===== config.mk =====
export PLATFORM = sky130hd
export DESIGN_NAME = ex_mem_pipe
export DESIGN_NICKNAME = d
export VERILOG_FILES = /design/src/rtl/ex_mem_pipe.sv
export SDC_FILE = /design/constraint.sdc
export NUM_CORES = 1
export LEC_CHECK = 0
export ABC_AREA = 1
export CAP_MARGIN = 20
export CELL_PAD_IN_SITES_DETAIL_PLACEMENT = 1
export CELL_PAD_IN_SITES_GLOBAL_PLACEMENT = 2
export CORE_ASPECT_RATIO = 1.25
export CORE_MARGIN = 2
export CORE_UTILIZATION = 41
export CTS_BUF_LIST = sky130_fd_sc_hd__clkbuf_8
export CTS_CLUSTER_DIAMETER = 120
export CTS_CLUSTER_SIZE = 30
export DETAILED_ROUTE_END_ITERATION = 8
export DONT_BUFFER_PORTS = 1
export PLACE_DENSITY = 0.95
export SYNTH_ARGS = -nofsm -noshare
export SYNTH_HDL_FRONTEND = slang
export SYNTH_SLANG_ARGS = --single-unit

===== constraint.sdc =====
create_clock -name clk -period 3.17 [get_ports clk]
set_clock_uncertainty 0.15 [all_clocks]
set_input_delay 0.4755 -clock clk [delete_from_list [all_inputs] [get_ports clk]]
set_output_delay 0.4755 -clock clk [all_outputs]
set_load 0.01 [all_outputs]

===== src/rtl/ex_mem_pipe.sv =====
// ex_mem_pipe: EX/MEM pipeline register with a valid/ready handshake.
// It uses a main register and a one-entry skid register, a synchronous flush,
// and a registered ex_ready that never depends combinationally on mem_ready.
// Optional forwarding tap: define EX_MEM_FWD_EN to add the fwd_* ports.
module ex_mem_pipe #(
  parameter int DATA_W = 32,
  parameter int RD_W   = 3
) (
  input  logic              clk,
  input  logic              rst_n,
  input  logic              flush,
  input  logic              ex_valid,
  output logic              ex_ready,
  input  logic              ex_regwrite,
  input  logic              ex_memtoreg,
  input  logic              ex_memread,
  input  logic              ex_memwrite,
  input  logic [DATA_W-1:0] ex_out,
  input  logic [DATA_W-1:0] ex_wdata,
  input  logic [RD_W-1:0]   ex_rd,
  output logic              mem_valid,
  input  logic              mem_ready,
  output logic              mem_regwrite,
  output logic              mem_memtoreg,
  output logic              mem_memread,
  output logic              mem_memwrite,
  output logic [DATA_W-1:0] mem_out,
  output logic [DATA_W-1:0] mem_wdata,
  output logic [RD_W-1:0]   mem_rd
`ifdef EX_MEM_FWD_EN
  ,
  output logic              fwd_hit,
  output logic [RD_W-1:0]   fwd_rd,
  output logic [DATA_W-1:0] fwd_data
`endif
);

  // The state encoding matches the {skid valid, main valid} bit pair.
  typedef enum logic [1:0] {
    EMPTY = 2'b00,
    ONE   = 2'b01,
    TWO   = 2'b11
  } state_t;

  state_t              r_state;
  state_t              w_nextState;
  logic                r_exReady;
  logic [3:0]          r_mainCtrl;
  logic [DATA_W-1:0]   r_mainOut;
  logic [DATA_W-1:0]   r_mainWdata;
  logic [RD_W-1:0]     r_mainRd;
  logic [3:0]          r_skidCtrl;
  logic [DATA_W-1:0]   r_skidOut;
  logic [DATA_W-1:0]   r_skidWdata;
  logic [RD_W-1:0]     r_skidRd;
  logic [3:0]          w_inCtrl;
  logic                w_acc;
  logic                w_drn;
  logic                w_loadMainIn;
  logic                w_loadMainSkid;
  logic                w_loadSkid;

  assign w_inCtrl  = {ex_regwrite, ex_memtoreg, ex_memread, ex_memwrite};
  assign mem_valid = (r_state != EMPTY);
  assign ex_ready  = r_exReady;
  assign w_acc     = ex_valid & r_exReady;
  assign w_drn     = mem_valid & mem_ready;

  // Next-state and load-enable decode; flush overrides every transition and drops the input.
  always_comb begin
    w_nextState    = r_state;
    w_loadMainIn   = 1'b0;
    w_loadMainSkid = 1'b0;
    w_loadSkid     = 1'b0;
    case (r_state)
      EMPTY: begin
        if (w_acc) begin
          w_loadMainIn = 1'b1;
          w_nextState  = ONE;
        end
      end
      ONE: begin
        if (w_acc && w_drn) begin
          w_loadMainIn = 1'b1;
        end else if (w_acc) begin
          w_loadSkid  = 1'b1;
          w_nextState = TWO;
        end else if (w_drn) begin
          w_nextState = EMPTY;
        end
      end
      TWO: begin
        if (w_drn) begin
          w_loadMainSkid = 1'b1;
          w_nextState    = ONE;
        end
      end
      default: w_nextState = EMPTY;
    endcase
    if (flush) begin
      w_nextState    = EMPTY;
      w_loadMainIn   = 1'b0;
      w_loadMainSkid = 1'b0;
      w_loadSkid     = 1'b0;
    end
  end

  // State register; ex_ready is precomputed from the next state so it is a pure flop output.
  always_ff @(posedge clk or negedge rst_n) begin
    if (!rst_n) begin
      r_state   <= EMPTY;
      r_exReady <= 1'b1;
    end else begin
      r_state   <= w_nextState;
      r_exReady <= (w_nextState != TWO);
    end
  end

  // Main register; control bits are cleared whenever main becomes empty, so idle reads as no-op.
  always_ff @(posedge clk or negedge rst_n) begin
    if (!rst_n) begin
      r_mainCtrl  <= '0;
      r_mainOut   <= '0;
      r_mainWdata <= '0;
      r_mainRd    <= '0;
    end else begin
      if (w_nextState == EMPTY) begin
        r_mainCtrl <= '0;
      end else if (w_loadMainIn) begin
        r_mainCtrl <= w_inCtrl;
      end else if (w_loadMainSkid) begin
        r_mainCtrl <= r_skidCtrl;
      end
      if (w_loadMainIn) begin
        r_mainOut   <= ex_out;
        r_mainWdata <= ex_wdata;
        r_mainRd    <= ex_rd;
      end else if (w_loadMainSkid) begin
        r_mainOut   <= r_skidOut;
        r_mainWdata <= r_skidWdata;
        r_mainRd    <= r_skidRd;
      end
    end
  end

  // Skid register captures the one entry that arrives while main is stalled.
  always_ff @(posedge clk or negedge rst_n) begin
    if (!rst_n) begin
      r_skidCtrl  <= '0;
      r_skidOut   <= '0;
      r_skidWdata <= '0;
      r_skidRd    <= '0;
    end else if (w_loadSkid) begin
      r_skidCtrl  <= w_inCtrl;
      r_skidOut   <= ex_out;
      r_skidWdata <= ex_wdata;
      r_skidRd    <= ex_rd;
    end
  end

  assign mem_regwrite = r_mainCtrl[3];
  assign mem_memtoreg = r_mainCtrl[2];
  assign mem_memread  = r_mainCtrl[1];
  assign mem_memwrite = r_mainCtrl[0];
  assign mem_out      = r_mainOut;
  assign mem_wdata    = r_mainWdata;
  assign mem_rd       = r_mainRd;

`ifdef EX_MEM_FWD_EN
  // Forward only ALU results headed to a real register; loads are not ready yet in MEM.
  assign fwd_hit  = mem_valid & r_mainCtrl[3] & ~r_mainCtrl[2] & (r_mainRd != '0);
  assign fwd_rd   = r_mainRd;
  assign fwd_data = r_mainOut;
`endif

endmodule


# Word level (Yosys, flattened, before mapping)
# Cells that the tools add are included.
totals:
  elab_cells: 47
  output_inout_bits: 73
  ff_bits: 145
  input_bits: 76
op_classes:
  n_mux: 26
  eq_ne: 3
  n_reduce_logical: 6
  n_bitwise: 2
ops:
  columns: ["op", "n"]
  rows:
  - ["32-bit two-way mux", 4]
  - ["2-bit two-way mux", 6]
  - ["4-bit two-way mux", 3]
  - ["1-bit two-way mux", 9]
  - ["3-bit two-way mux", 2]
  - ["2-bit case mux with 3 select lines", 1]
  - ["2-bit logical NOT", 2]
  - ["2-bit nonzero test", 2]
  - ["3-bit nonzero test", 1]
  - ["1-bit bitwise AND", 2]
  - ["2-bit by 1-bit == test with 1-bit output (second input constant)", 1]
  - ["2-bit == test (second input constant)", 1]
  - ["2-bit != test (second input constant)", 1]
  - ["1-bit case mux with 2 select lines", 1]
  - ["1-bit logical AND", 1]

# Logic depth before layout (Yosys ltp)
depth:
  ltp_word: 9
  ltp_mapped: 8
  depth_no_buf: 6

# Worst setup path after synthesis
# Ideal clock, no wire load.
synth_path:
  path_type: "reg-to-reg"
  from: "register r_exReady (netlist: ex_ready)"
  to: "register r_skidOut[0]"
  slack_ns: 1.539
  setup_time_ns: 0.130
  stages_incl_launch_ff: 8
  arrival_time_ns: 1.351
  n_path_buf: 2
  cell_sequence: "dfstp_2 > nand2_1 > nor2_1 > nand4_1 > buf_2 > buf_2 > nand2_1 > o21ai_1"
synth_via:
  elab_chain_cells: 5
  elab_cells_between_ends: 6
  cone_classes: "4 x mux; 1 x bitwise; 1 x reduce/logical"
synth_lines:
  columns: ["element", "line_no", "text"]
  rows:
  - ["start: declaration", "47", "logic r_exReady;"]
  - ["start signal: assignment", "115", "r_exReady <= (w_nextState != TWO);"]
  - ["1-bit bitwise AND *", "66", "assign w_acc = ex_valid & r_exReady;"]
  - ["1-bit two-way mux / 1-bit logical AND (equally long branches)", "85, 83", null]
  - ["1-bit two-way mux *", "83", "if (w_acc && w_drn) begin"]
  - ["1-bit two-way mux *", "75", "case (r_state)"]
  - ["1-bit two-way mux *", "100", "if (flush) begin"]
  - ["end signal: assignment", "155", "r_skidOut <= ex_out;"]
  - ["end: declaration", "53", "logic [DATA_W-1:0] r_skidOut;"]
# Mark *: on every way between the ends. The rest lies on a longest branch, timed or not.
# A chain may end at the register's enable or synchronous reset.

# Worst setup path after layout
layout_path:
  from: "register r_exReady (netlist: ex_ready)"
  to: "register r_mainCtrl[1]"
layout_via:
  elab_chain_cells: 7
  elab_cells_between_ends: 15
  cone_classes: "11 x mux; 1 x bitwise; 3 x reduce/logical"
layout_lines:
  columns: ["element", "line_no", "text"]
  rows:
  - ["1-bit bitwise AND *", "66", null]
  - ["2-bit two-way mux / 1-bit logical AND (equally long branches)", "85, 83", null]
  - ["2-bit two-way mux", "83", null]
  - ["2-bit case mux with 3 select lines *", "75", null]
  - ["2-bit two-way mux *", "100", null]
  - ["via w_nextState[0]", "46", "state_t w_nextState;"]
  - ["2-bit logical NOT *", "127", "if (w_nextState == EMPTY) begin"]
  - ["3-bit nonzero test (no line) / 4-bit two-way mux (equally long branches)", null, null]
  - ["end signal: assignment", "130", "r_mainCtrl <= w_inCtrl;"]
  - ["end signal: assignment", "132", "r_mainCtrl <= r_skidCtrl;"]
  - ["end: declaration", "48", "logic [3:0] r_mainCtrl;"]
# Mark *: on every way through the listed nets, which the timed path passes. The rest lies on a longest branch.

==> impl_metrics.tcl <==
set metrics [dict create \
    layout-drive-gt1-share_pct 5.50 \
    status "finished with violations" \
    multiInputGateArea_um2 2070 \
    synth_area_leaders "dfrtp_1 58%, nand3_1 17%, nand2_1 8.9%, o21ai_1 5.6%, inv_1 4.7%" \
    cp.depth 8 \
    ys_seq_area_share_pct 58.4 \
    synthCells 723 \
    fin_tns_setup_ns 0 \
    routed_wl_mm 17.8 \
    tightest_slew_ns 0.869 \
    fin_crit_ns 2.42 \
    worstPathArrival_ns 2.64 \
    portBuffers 0 \
    grt_max_degree 146 \
    critical_path.startpoint "ex_ready" \
    syn-num-nets 799 \
    cts_tree "yes" \
    ios 149 \
    fin_nets 829 \
    cp-end-kind "flop" \
    post_cts_resized 0 \
    crit_chain "nand2_1 -> nor2_4 -> buf_4 -> buf_4 -> nand2_1 -> nand3_1 -> nand2_1 -> nor2_1" \
    cpMaxStageDelayCell "dfstp_2" \
    cpLargestDelayFamily "buffers and inverters" \
    core_um2 14900 \
    die_w_um 114 \
    wl_per_cell_um 18.8 \
    cts-root-buf "clkbuf_8" \
    cpMostUsedCell "nand2_1" \
    start_kind "flop" \
    cp.required_ns 3.40 \
    vdd_drop_max_mv 0.252 \
    h-tree-depth 4 \
    maxCapViolations 0 \
    path_max_fanout 39 \
    die-area_um2 16200 \
    cp.buffers_inverters 2 \
    ys_ff_latch 145 \
    clockBufferDepth 2 \
    synth.cell_area_um2 6210 \
    crit_end "r_mainCtrl[1]" \
    slew_headroom_pct 42.1 \
    drt_iter0_markers 288 \
    setup_viol 0 \
    grt_pass1_wl_mm 29.3 \
    final_common_cell "nand3_1" \
    postCtsSetupBuffers 0 \
    synth_top_cell_by_area "dfrtp_1" \
    reg2reg_depth 8 \
    hold_class "in -> async" \
    postSynthAreaPerCell_um2 8.59 \
    yosysTopAreaCellShare_pct 58.0 \
    start_util_pct 41.7 \
    layout_common_cells "212 x nand3_1, 148 x nand2_1, 144 x dfrtp_1" \
    path_class "reg -> reg" \
    antenna_found_initial 0 \
    clk_pin_slew_ns 0.08 \
    fmax_mhz 413 \
    power.density_nw_per_um2 623 \
    die_h_um 142 \
    clkLatencyLatePin_ns 0.45 \
    seqCellArea_um2 3630 \
    r2r-start "ex_ready" \
    hold_buffers 56 \
    p_leak_uw 0.00359 \
    max_stage_delay_ns 0.56 \
    row_count 50 \
    cts_made_buffers 17 \
    viasPerCell 5.50 \
    dp_hpwl_mm 10.4 \
    rsz0062_at_grt "false" \
    violations "negative hold slack" \
    rrSetupSlack_ns 0.75 \
    drc 0 \
    grt_util_all_layers_pct 23.0 \
    finalCritPeriodShare_pct 76.3 \
    drt_pass1_iterations 4 \
    numClockSinks 145 \
    maxSlewViolCount 0 \
    reg2reg_to "r_mainCtrl[1]" \
    yosysWarnings 0 \
    hold_viol 145 \
    gp_congestion 0.785 \
    drtAntennaViolNets 0 \
    dr_total_vias 5207 \
    overflow 0 \
    diodes 0 \
    synth.distinct_cells 19 \
    syn_to_final_growth_pct 16.4 \
    grt_pass1_vias 5768 \
    timing.hold.ws_ns -0.430 \
    fillers 1727 \
]
-- worst register-to-register path, stage by stage, from the launching register on --
cell     delay, ns
dfstp_2       0.56
nand2_1       0.12
nor2_4        0.12
buf_4         0.41
buf_4         0.50
nand2_1       0.11
nand3_1       0.18
nand2_1       0.09
nor2_1        0.11
-- worst min path at each step --
stage | from | endpoint | slack (ns) | cells past startpoint
after CTS | rst_n | mem_out[29] | -0.46 | 0
final | rst_n | r_skidOut[29] | -0.43 | 0
after global placement | rst_n | mem_out[9] | 0.04 | 0
after detailed placement | rst_n | r_skidOut[9] | 0.04 | 0
after floorplan | rst_n | mem_out[0] | 0.03 | 0
after global routing | rst_n | mem_out[29] | -0.46 | 0
-- synthesized netlist by cell type (all sizes together) --
cell type / n
nand4: 2
nor2: 5
buf: 28
nand2: 149
dfstp: 1
dfrtp: 144
o21ai: 71
or2: 5
clkbuf: 24
inv: 80
nand3: 212
a21oi: 2
-- sequential cells by signal, indices dropped and copies added, names as in the netlist --
register,count
mem_out,32
ex_ready,1
r_skidCtrl,4
mem_rd,3
r_skidOut,32
r_skidWdata,32
r_state,2
r_mainCtrl,4
mem_wdata,32
r_skidRd,3
-- cell families (layout without fill, tap and decap cells) --
family                 count (synthesis)  count (layout)  synth area share [%]
AOI/OAI and AO/OA                     73              73                  5.94
DFF                                  145             145                  58.4
and+or+nand+nor                      373             373                  27.1
buffers and inverters                132             173                  8.52
-- per-stage QoR --
step,instance area (um^2),total power [uW],setup slack [ns],instances,utilization (%)
2_1_floorplan,6210,2930,1.54,723,-
3_3_place_gp,6300,3050,0.858,860,42.3
3_5_place_dp,6300,3120,0.781,860,42.3
4_1_cts,7230,4540,0.756,946,48.6
5_1_grt,7230,4760,0.571,946,48.6
6_report,7230,4510,0.751,946,48.6
-- routing by layer --
layer	wire length, um	up-vias	share of wire, %	global-route usage, %
li1	-	2416	-	-
met1	7160	2618	40	26.9
met2	9100	139	51	40.0
met3	1120	34	6.3	6.15
met4	433	0	2.4	9.31
met5	0	-	0	0
-- report_power, final --
part | switching (uW) | total [uW] | internal [uW]
sequential | 331 | 2570 | 2240
clock | 658 | 1360 | 704
combinational | 317 | 578 | 261
total | 1310 | 4510 | 3200
-- cell type report --
cell class / count / area share, %
clock inverter: 8 / 0.882
inverter: 80 / 4.15
clock buffer: 22 / 4.19
sequential: 145 / 50.2
tap: 182 / 3.15
timing repair buffer: 63 / 8.82
multi-input combinational: 446 / 28.6
No activity file was read; power rests on OpenSTA's default activity.
